<file path="config.mk">
export PLATFORM = sky130hd
export DESIGN_NAME = regfile_rd_arbiter_flat
export DESIGN_NICKNAME = d
export VERILOG_FILES = /design/src/rtl/regfile_rd_arbiter_pkg.sv /design/src/rtl/regfile_rd_arbiter_if.sv /design/src/rtl/regfile_rd_arbiter_rr_arb2.sv /design/src/rtl/regfile_rd_arbiter.sv /design/src/flat_wrapper.sv
export SDC_FILE = /design/constraint.sdc
export NUM_CORES = 1
export LEC_CHECK = 0
export ABC_AREA = 1
export ABC_CLOCK_PERIOD_IN_PS = 1250
export CAP_MARGIN = 25
export CORE_ASPECT_RATIO = 1.1
export CORE_UTILIZATION = 51
export DETAILED_ROUTE_END_ITERATION = 12
export HOLD_SLACK_MARGIN = 0.06
export PLACE_DENSITY = 0.79
export SYNTH_ARGS = -nofsm -noshare
export SYNTH_HDL_FRONTEND = slang
export SYNTH_SLANG_ARGS = --single-unit
</file>
<file path="constraint.sdc">
create_clock -name clk -period 1.25 [get_ports clk]
set_clock_uncertainty 0.1 [all_clocks]
set_input_delay 0.25 -clock clk [delete_from_list [all_inputs] [get_ports clk]]
set_output_delay 0.25 -clock clk [all_outputs]
set_load 0.05 [all_outputs]
</file>
<file path="src/rtl/regfile_rd_arbiter_pkg.sv">
// Shared types and default sizes for the register-file read arbiter.
package regfile_arb_pkg;
   localparam int RF_NENT  = 4;
   localparam int RF_WIDTH = 4;
   localparam int RF_AW    = $clog2(RF_NENT);

   typedef logic [RF_AW-1:0]    rf_addr_t;
   typedef logic [RF_WIDTH-1:0] rf_data_t;
   typedef enum logic {REQ_A, REQ_B} req_id_t;
endpackage

</file>
<file path="src/rtl/regfile_rd_arbiter_if.sv">
// Write port plus two read requester channels (request and response handshakes).
interface regfile_rd_arbiter_if #(
   parameter int NENT  = 4,
   parameter int WIDTH = 4
);
   localparam int AW = $clog2(NENT);

   logic             wr_en;
   logic [AW-1:0]    wr_addr;
   logic [WIDTH-1:0] wr_data;

   logic             a_req_valid;
   logic [AW-1:0]    a_req_addr;
   logic             a_req_ready;
   logic             a_rsp_valid;
   logic [WIDTH-1:0] a_rsp_data;
   logic             a_rsp_ready;

   logic             b_req_valid;
   logic [AW-1:0]    b_req_addr;
   logic             b_req_ready;
   logic             b_rsp_valid;
   logic [WIDTH-1:0] b_rsp_data;
   logic             b_rsp_ready;

   modport master (
      output wr_en, wr_addr, wr_data,
      output a_req_valid, a_req_addr, a_rsp_ready,
      output b_req_valid, b_req_addr, b_rsp_ready,
      input  a_req_ready, a_rsp_valid, a_rsp_data,
      input  b_req_ready, b_rsp_valid, b_rsp_data
   );

   modport slave (
      input  wr_en, wr_addr, wr_data,
      input  a_req_valid, a_req_addr, a_rsp_ready,
      input  b_req_valid, b_req_addr, b_rsp_ready,
      output a_req_ready, a_rsp_valid, a_rsp_data,
      output b_req_ready, b_rsp_valid, b_rsp_data
   );
endinterface

</file>
<file path="src/rtl/regfile_rd_arbiter_rr_arb2.sv">
// Two-requester round-robin arbiter: one-hot grant and the priority to hold next.
module rr_arb2
   import regfile_arb_pkg::*;
(
   input  logic [1:0] elig,
   input  req_id_t    pri,
   output logic [1:0] gnt,
   output req_id_t    pri_nxt
);

   always_comb begin
      gnt     = 2'b00;
      pri_nxt = pri;
      unique case (elig)
         2'b01:   gnt = 2'b01;
         2'b10:   gnt = 2'b10;
         2'b11:   gnt = (pri == REQ_A) ? 2'b01 : 2'b10;
         default: gnt = 2'b00;
      endcase
      // The loser of this cycle's grant gets priority next time.
      if (gnt[0])      pri_nxt = REQ_B;
      else if (gnt[1]) pri_nxt = REQ_A;
   end

endmodule

</file>
<file path="src/rtl/regfile_rd_arbiter.sv">
// Register array with one read port shared round-robin between requesters A and B.
// Optional build macro SV_RDARB_XIDLE_EN drives rsp_data to X while rsp_valid is low.
module regfile_rd_arbiter
   import regfile_arb_pkg::*;
#(
   parameter int NENT  = RF_NENT,
   parameter int WIDTH = RF_WIDTH
) (
   input logic                clk,
   input logic                rst_n,
   regfile_rd_arbiter_if.slave bus
);

   localparam int AW = $clog2(NENT);

   logic [WIDTH-1:0] mem [NENT];

   logic [1:0]       req_vld;
   logic [1:0]       rsp_rdy;
   logic [AW-1:0]    req_addr   [2];
   logic [1:0]       elig;
   logic [1:0]       gnt;
   req_id_t          pri;
   req_id_t          pri_nxt;
   logic [WIDTH-1:0] rd_data_p0 [2];
   logic [1:0]       rsp_vld_p1;
   logic [WIDTH-1:0] rsp_data_p1 [2];

   assign req_vld     = {bus.b_req_valid, bus.a_req_valid};
   assign rsp_rdy     = {bus.b_rsp_ready, bus.a_rsp_ready};
   assign req_addr[0] = bus.a_req_addr;
   assign req_addr[1] = bus.b_req_addr;

   // A slot accepts a new read when empty or being drained this cycle.
   assign elig = req_vld & (~rsp_vld_p1 | rsp_rdy);

   rr_arb2 u_arb (
      .elig    (elig),
      .pri     (pri),
      .gnt     (gnt),
      .pri_nxt (pri_nxt)
   );

   assign bus.a_req_ready = gnt[0];
   assign bus.b_req_ready = gnt[1];

   always_comb begin
      for (int i = 0; i < 2; i++) begin
         rd_data_p0[i] = (bus.wr_en && (bus.wr_addr == req_addr[i])) ? bus.wr_data
                                                                       : mem[req_addr[i]];
      end
   end

   // ---- grant cycle -> response slot ----
   always_ff @(posedge clk or negedge rst_n) begin
      if (!rst_n) begin
         for (int i = 0; i < NENT; i++) mem[i] <= '0;
         rsp_vld_p1     <= 2'b00;
         rsp_data_p1[0] <= '0;
         rsp_data_p1[1] <= '0;
         pri            <= REQ_A;
      end else begin
         if (bus.wr_en) mem[bus.wr_addr] <= bus.wr_data;
         pri <= pri_nxt;
         for (int i = 0; i < 2; i++) begin
            if (gnt[i]) begin
               rsp_vld_p1[i]  <= 1'b1;
               rsp_data_p1[i] <= rd_data_p0[i];
            end else if (rsp_rdy[i]) begin
               rsp_vld_p1[i]  <= 1'b0;
            end
         end
      end
   end

   assign bus.a_rsp_valid = rsp_vld_p1[0];
   assign bus.b_rsp_valid = rsp_vld_p1[1];

`ifdef SV_RDARB_XIDLE_EN
   assign bus.a_rsp_data = rsp_vld_p1[0] ? rsp_data_p1[0] : {WIDTH{1'bx}};
   assign bus.b_rsp_data = rsp_vld_p1[1] ? rsp_data_p1[1] : {WIDTH{1'bx}};
`else
   assign bus.a_rsp_data = rsp_data_p1[0];
   assign bus.b_rsp_data = rsp_data_p1[1];
`endif

endmodule

</file>
<file path="src/flat_wrapper.sv">
// flat-port wrapper written by rule: the top's interface ports become plain ports
module regfile_rd_arbiter_flat import regfile_arb_pkg::*;
#(
   parameter int NENT  = RF_NENT,
   parameter int WIDTH = RF_WIDTH
)
  (clk, rst_n, bus_wr_en, bus_wr_addr, bus_wr_data, bus_a_req_valid, bus_a_req_addr, bus_a_rsp_ready, bus_b_req_valid, bus_b_req_addr, bus_b_rsp_ready, bus_a_req_ready, bus_a_rsp_valid, bus_a_rsp_data, bus_b_req_ready, bus_b_rsp_valid, bus_b_rsp_data);
  regfile_rd_arbiter_if #(.NENT(NENT), .WIDTH(WIDTH)) bus_i ();
  input logic clk;
  input logic rst_n;
  input wire logic [$bits(bus_i.wr_en)-1:0] bus_wr_en;
  input wire logic [$bits(bus_i.wr_addr)-1:0] bus_wr_addr;
  input wire logic [$bits(bus_i.wr_data)-1:0] bus_wr_data;
  input wire logic [$bits(bus_i.a_req_valid)-1:0] bus_a_req_valid;
  input wire logic [$bits(bus_i.a_req_addr)-1:0] bus_a_req_addr;
  input wire logic [$bits(bus_i.a_rsp_ready)-1:0] bus_a_rsp_ready;
  input wire logic [$bits(bus_i.b_req_valid)-1:0] bus_b_req_valid;
  input wire logic [$bits(bus_i.b_req_addr)-1:0] bus_b_req_addr;
  input wire logic [$bits(bus_i.b_rsp_ready)-1:0] bus_b_rsp_ready;
  output wire logic [$bits(bus_i.a_req_ready)-1:0] bus_a_req_ready;
  output wire logic [$bits(bus_i.a_rsp_valid)-1:0] bus_a_rsp_valid;
  output wire logic [$bits(bus_i.a_rsp_data)-1:0] bus_a_rsp_data;
  output wire logic [$bits(bus_i.b_req_ready)-1:0] bus_b_req_ready;
  output wire logic [$bits(bus_i.b_rsp_valid)-1:0] bus_b_rsp_valid;
  output wire logic [$bits(bus_i.b_rsp_data)-1:0] bus_b_rsp_data;
  assign bus_i.wr_en = bus_wr_en;
  assign bus_i.wr_addr = bus_wr_addr;
  assign bus_i.wr_data = bus_wr_data;
  assign bus_i.a_req_valid = bus_a_req_valid;
  assign bus_i.a_req_addr = bus_a_req_addr;
  assign bus_i.a_rsp_ready = bus_a_rsp_ready;
  assign bus_i.b_req_valid = bus_b_req_valid;
  assign bus_i.b_req_addr = bus_b_req_addr;
  assign bus_i.b_rsp_ready = bus_b_rsp_ready;
  assign bus_a_req_ready = bus_i.a_req_ready;
  assign bus_a_rsp_valid = bus_i.a_rsp_valid;
  assign bus_a_rsp_data = bus_i.a_rsp_data;
  assign bus_b_req_ready = bus_i.b_req_ready;
  assign bus_b_rsp_valid = bus_i.b_rsp_valid;
  assign bus_b_rsp_data = bus_i.b_rsp_data;
  regfile_rd_arbiter #(.NENT(NENT), .WIDTH(WIDTH)) u_core (.clk(clk), .rst_n(rst_n), .bus(bus_i));
endmodule
</file>
* Word level (Yosys, flattened, before mapping) *
Index checks and enable logic that the tools add are counted.

storage, ports and cells
  bits of input ports = 17
  logic and storage cells = 49
  output and inout bits = 12
  register bits = 27

cells by class
  muxes and demuxes = 19
  reductions and logical operators = 6
  eq/ne operators = 5
  $lt $le $gt $ge = 4
  bitwise operators = 6

operators with widths
  operator                                                               count
  4-bit 2-to-1 mux                                                       7
  4-bit binary-select mux with 2-bit select                              2
  16-bit bitwise mux                                                     1
  3-bit greater-or-equal comparator, second input constant               3
  2-bit NOT with 3-bit output                                            3
  4-bit demux with 2-bit select                                          1
  1-bit 2-to-1 mux                                                       6
  2-bit case mux with 3 select lines                                     1
  2-bit nonzero test                                                     3
  2-bit equality test                                                    2
  2-bit equality test, second input constant                             2
  1-bit logical AND                                                      3
  3-bit by 1-bit < comparator with 1-bit output, second input constant   1
  2-bit bitwise AND                                                      1
  2-bit by 1-bit equality test with 1-bit output, second input constant  1
  2-bit 2-to-1 mux                                                       1
  2-bit NOT                                                              1
  2-bit OR                                                               1

* Logic depth before layout (Yosys ltp) *
  depth in word-level cells = 7
  depth in mapped cells = 8
  mapped depth without buffers = 7

* By module *
A second synthesis with hierarchy kept.

unflattened totals
  cell total of the unflattened synthesis = 207
  area, all modules = 1497.7 um^2

modules (own cells, without submodules)
  module              sequential area each (um^2)  cells each  area each (um^2)  instances
  regfile_rd_arbiter  675.6                        197         1458.9            1
  rr_arb2             0.0                          10          38.8              1

* Least setup slack after synthesis *
No wires, ideal clock.

  path kind = reg2reg
  start = register u_core.rsp_vld_p1[0]
  end = register u_core.rsp_data_p1 (netlist bit u_core.bus.b_rsp_data[0])
  setup time = 0.123 ns
  stages on the path, launching flop included = 8
  period minus slack after synthesis = 1.872 ns
  data required time = 1.027 ns
  buffers on the path = 0
  arrival = 1.650 ns
  slack = -0.622 ns
  cells stage by stage = dfrtp_1 -> inv_1 -> o21ai_1 -> nand2_1 -> nand2_1 -> inv_1 -> nand2_1 -> nand2_1

between the ends
  cells in the longest elaborated chain, start to end = 5
  elaborated cells on any way between the ends = 7
  classes of those cells = eq/ne: 3; mux: 1; bitwise: 3

ends and longest elaborated chain
  what                                                                                   line                              RTL
  start: declaration                                                                     regfile_rd_arbiter.sv:26          logic [1:0] rsp_vld_p1;
  start signal: assignment                                                               regfile_rd_arbiter.sv:58          rsp_vld_p1 <= 2'b00;
  start signal: indexed assignment                                                       regfile_rd_arbiter.sv:67          rsp_vld_p1[i] <= 1'b1;
  start signal: indexed assignment                                                       regfile_rd_arbiter.sv:70          rsp_vld_p1[i] <= 1'b0;
  2-bit NOT (*)                                                                          regfile_rd_arbiter.sv:35          assign elig = req_vld & (~rsp_vld_p1 | rsp_rdy);
  2-bit OR (*)                                                                           regfile_rd_arbiter.sv:35
  2-bit bitwise AND (*)                                                                  regfile_rd_arbiter.sv:35
  2-bit equality test or 2-bit by 1-bit equality test with 1-bit output (tied branches)  regfile_rd_arbiter_rr_arb2.sv:14  unique case (elig)
  2-bit case mux with 3 select lines (*)                                                 regfile_rd_arbiter_rr_arb2.sv:14
  net bus_b_req_ready                                                                    flat_wrapper.sv:23                output wire logic [$bits(bus_i.b_req_ready)-1:0] bus_b_req_ready;
  end signal: indexed assignment                                                         regfile_rd_arbiter.sv:68          rsp_data_p1[i] <= rd_data_p0[i];
  end: declaration                                                                       regfile_rd_arbiter.sv:27          logic [WIDTH-1:0] rsp_data_p1 [2];

The timed path passes the listed nets; every way through them passes the cells marked *.
A chain may end at the register's enable or synchronous reset.

* Final worst setup path *
  start = register u_core.rsp_vld_p1[1]
  end = output port bus_b_req_ready

between the ends
  cells in the longest elaborated chain, start to end = 5
  elaborated cells on any way between the ends = 7
  classes of those cells = eq/ne: 3; mux: 1; bitwise: 3

ends and longest elaborated chain
  what                                                                                   line
  2-bit NOT (*)                                                                          regfile_rd_arbiter.sv:35
  2-bit OR (*)                                                                           regfile_rd_arbiter.sv:35
  2-bit bitwise AND (*)                                                                  regfile_rd_arbiter.sv:35
  2-bit equality test or 2-bit by 1-bit equality test with 1-bit output (tied branches)  regfile_rd_arbiter_rr_arb2.sv:14
  2-bit case mux with 3 select lines (*)                                                 regfile_rd_arbiter_rr_arb2.sv:14
  end: declaration                                                                       flat_wrapper.sv:23

Every way passes the cells marked *; elsewhere a longest branch is shown, timed or not.

==> results.ini <==
[worst_hold_path]
hold_path.class = primary input to async pin

[drt]
drc_errors = 0
drtPass1Iterations = 4
antenna_left = 0
post_drt_wl_per_cell_um = 16.7
num_vias = 1710
drt_iter0_drc = 82
totalWireLength_um = 4990
routed_via_density = 5.72

[worst_setup_path]
cp-end-kind = primary output
crit_path_start_kind = flip-flop
reg2reg_depth = 8
cp_max_fo = 3
setup.worst_path.class = flip-flop to primary output
path_cells = a21boi_1, nand2_2, nand2_4, buf_12
reg2reg_from = u_core.rsp_vld_p1[1]
startpoint = u_core.rsp_vld_p1[1]
arrival_ns = 1.28
slowest_delay_ns = 0.45
r2r_setup_slack_ns = -0.22
crit_family = flip-flops
crit_required_ns = 0.90
worst-path-buf-inv = 1
worst_path_max_delay_cell = dfrtp_2
r2r_end = u_core.bus.a_rsp_data[1]
critPathCapture = bus_b_req_ready
cp_num_cells = 4

[synth]
synth_top_area_share_pct = 46.0
async_flop_share_pct = 100
synth_compound_area_share_pct = 6.64
synth_seq_cells = 27
synth-simple-area-share_pct = 41.1
synth_mux_area_share_pct = 0
synthXorXnorAreaFrac_pct = 0
yosys_warnings = 0
synth_area_leaders = dfrtp_1 (46%), nand2_1 (25%), nand3_1 (9.2%)
yosysMostFrequentCell = nand2_1
yosysSeqAreaShare_pct = 46.0
yosys.area_share.adder_pct = 0
syn-num-nets = 220
syn_inst = 203
syn_avg_cell_area_um2 = 7.24
synth_cell_type_count = 13
synth_common_cells = nand2_1 (96), dfrtp_1 (27), nand3_1 (27), o21ai_0 (17), inv_1 (12)
syn_area_mm2 = 0.00147
synth_edf_count = 0
synth_ff_type = dfrtp_1
synth_top_area_cell = dfrtp_1
synth_top_family_by_area = simple AND/OR/NAND/NOR gates

[global_routing]
grt_overflow_total = 0
grt_pass1_vias = 1650
met3_usage_pct = 4.99
grt_pass1_wl_um = 7560
grt_busiest_layer = met2
antenna_found_initial = 0
grt.met1_usage_pct = 39.7
grt_usage_pct = 34.5
grt_max_degree = 28
use_met2_pct = 58.8

[sta]
rsz0062_at_grt = true
fin_ws_ns = -0.382
setup_viol = 21
fmax_ghz = 0.613
timing.hold.ws_ns = 0.158
finalHoldViolations = 0
post-route-period-util_pct = 131
drv_slew = 0
slew_headroom_pct = 79.5
finalCriticalPeriod_ns = 1.63
tightest_slew_ns = 0.307
timing.setup.tns_ns = -2.23

[cells_and_area]
antenna_cells = 0
postLayoutCellArea_mm2 = 0.00229
area_growth_pct = 56.0
nNetsFinal = 284
drive_gt1_share_pct = 30.5

[floorplanning]
die_h_um = 58.3
num_rows = 20
die_area_mm2 = 0.00310
ios = 29
die_width_um = 53.2
start_util_pct = 53.4
core-area_mm2 = 0.00275

[clocking]
clock_path_buffers = 2
htree_levels = 1
clk_pin_slew_ns = 0.14
numCtsBuffers = 3
cts_tree = done
clockRootBuffer = clkbuf_4
clk-insertion-delay-late_ns = 0.32
ctsHoldBuffers = 0
clock-sinks = 27

[place]
io_buffers = 28
place_ws_ns = -0.386
hpwl_um = 3260
routabilityCongestion = 0.996
dpl_cell_area_mm2 = 0.00213

[power_and_ir_drop]
power_density_mw_per_mm2 = 1600
power_leakage_nw = 1.17
ir_drop_mv = 1.50

[run_status]
violations = setup timing
status = finished, violations left

[flow_run]
drv_cap = 0

==> power by group <==
group          internal, mW  switching, mW  total, mW
registers              1.08          0.213       1.29
logic                 0.953           1.06       2.01
clock network         0.125          0.244      0.369
total                  2.16           1.51       3.67
==> sequential cells by signal, summed over array words and instances (netlist names) <==
signal / cells
u_core.mem: 16
u_core.pri: 1
u_core.rsp_vld_p1: 2
u_core.bus.b_rsp_data: 4
u_core.bus.a_rsp_data: 4
==> routing by layer <==
| metal | routed length (um) | part of all wire [%] |
|---|---|---|
| met5 | 0 | 0 |
| met2 | 2480 | 50 |
| met3 | 369 | 7.4 |
| met4 | 313 | 6.3 |
| met1 | 1820 | 37 |
==> cell usage in the layout (no fill, tap or decap), drive strengths merged, types with 3 or more instances in the layout <==
cell and count:
buf 45, clkbuf 4, clkdlybuf4s50 11, dfrtp 27, dlygate4sd2 3, inv 16
nand2 102, nand3 29, nand4 8, o21ai 18
==> logic make-up after synthesis <==
kind of cell	Yosys count
and+or+nand+nor	139
DFF	27
AOI/OAI and AO/OA	19
buffers and inverters	18
==> timing repair <==
item,4_1_cts,5_1_grt
pin swaps,7,0
gates resized for setup,17,8
setup endpoints to repair,23,34
buffers inserted,10,4
==> worst min-delay path by stage <==
stage / start / end / slack [ns] / cells past startpoint
2_1_floorplan: rst_n / u_core.bus.a_rsp_data[0] / -0.15 / 0
3_3_place_gp: u_core.pri / u_core.pri / 0.39 / 2
3_5_place_dp: u_core.pri / u_core.pri / 0.40 / 2
4_1_cts: rst_n / u_core.bus.b_rsp_data[1] / 0.17 / 2
5_1_grt: rst_n / u_core.bus.b_rsp_data[1] / 0.17 / 2
6_report: rst_n / u_core.bus.b_rsp_data[1] / 0.16 / 2
==> per-stage QoR <==
stage / power, mW / instances / util (%)
2_1_floorplan: 2.10 / 203 / -
3_3_place_gp: 3.01 / 284 / 77.4
3_5_place_dp: 3.05 / 284 / 77.4
4_1_cts: 3.52 / 296 / 81.6
5_1_grt: 3.83 / 299 / 83.2
6_report: 3.67 / 299 / 83.2
==> cell type report <==
cell class                 count  area, um^2
multi-input combinational    158         777
tap                           33        41.3
sequential                    27         678
inverter                      16        82.6
fill                         172         462
timing repair buffer          61         686
clock buffer                   4        26.3
(Power assumes the default switching activity.)
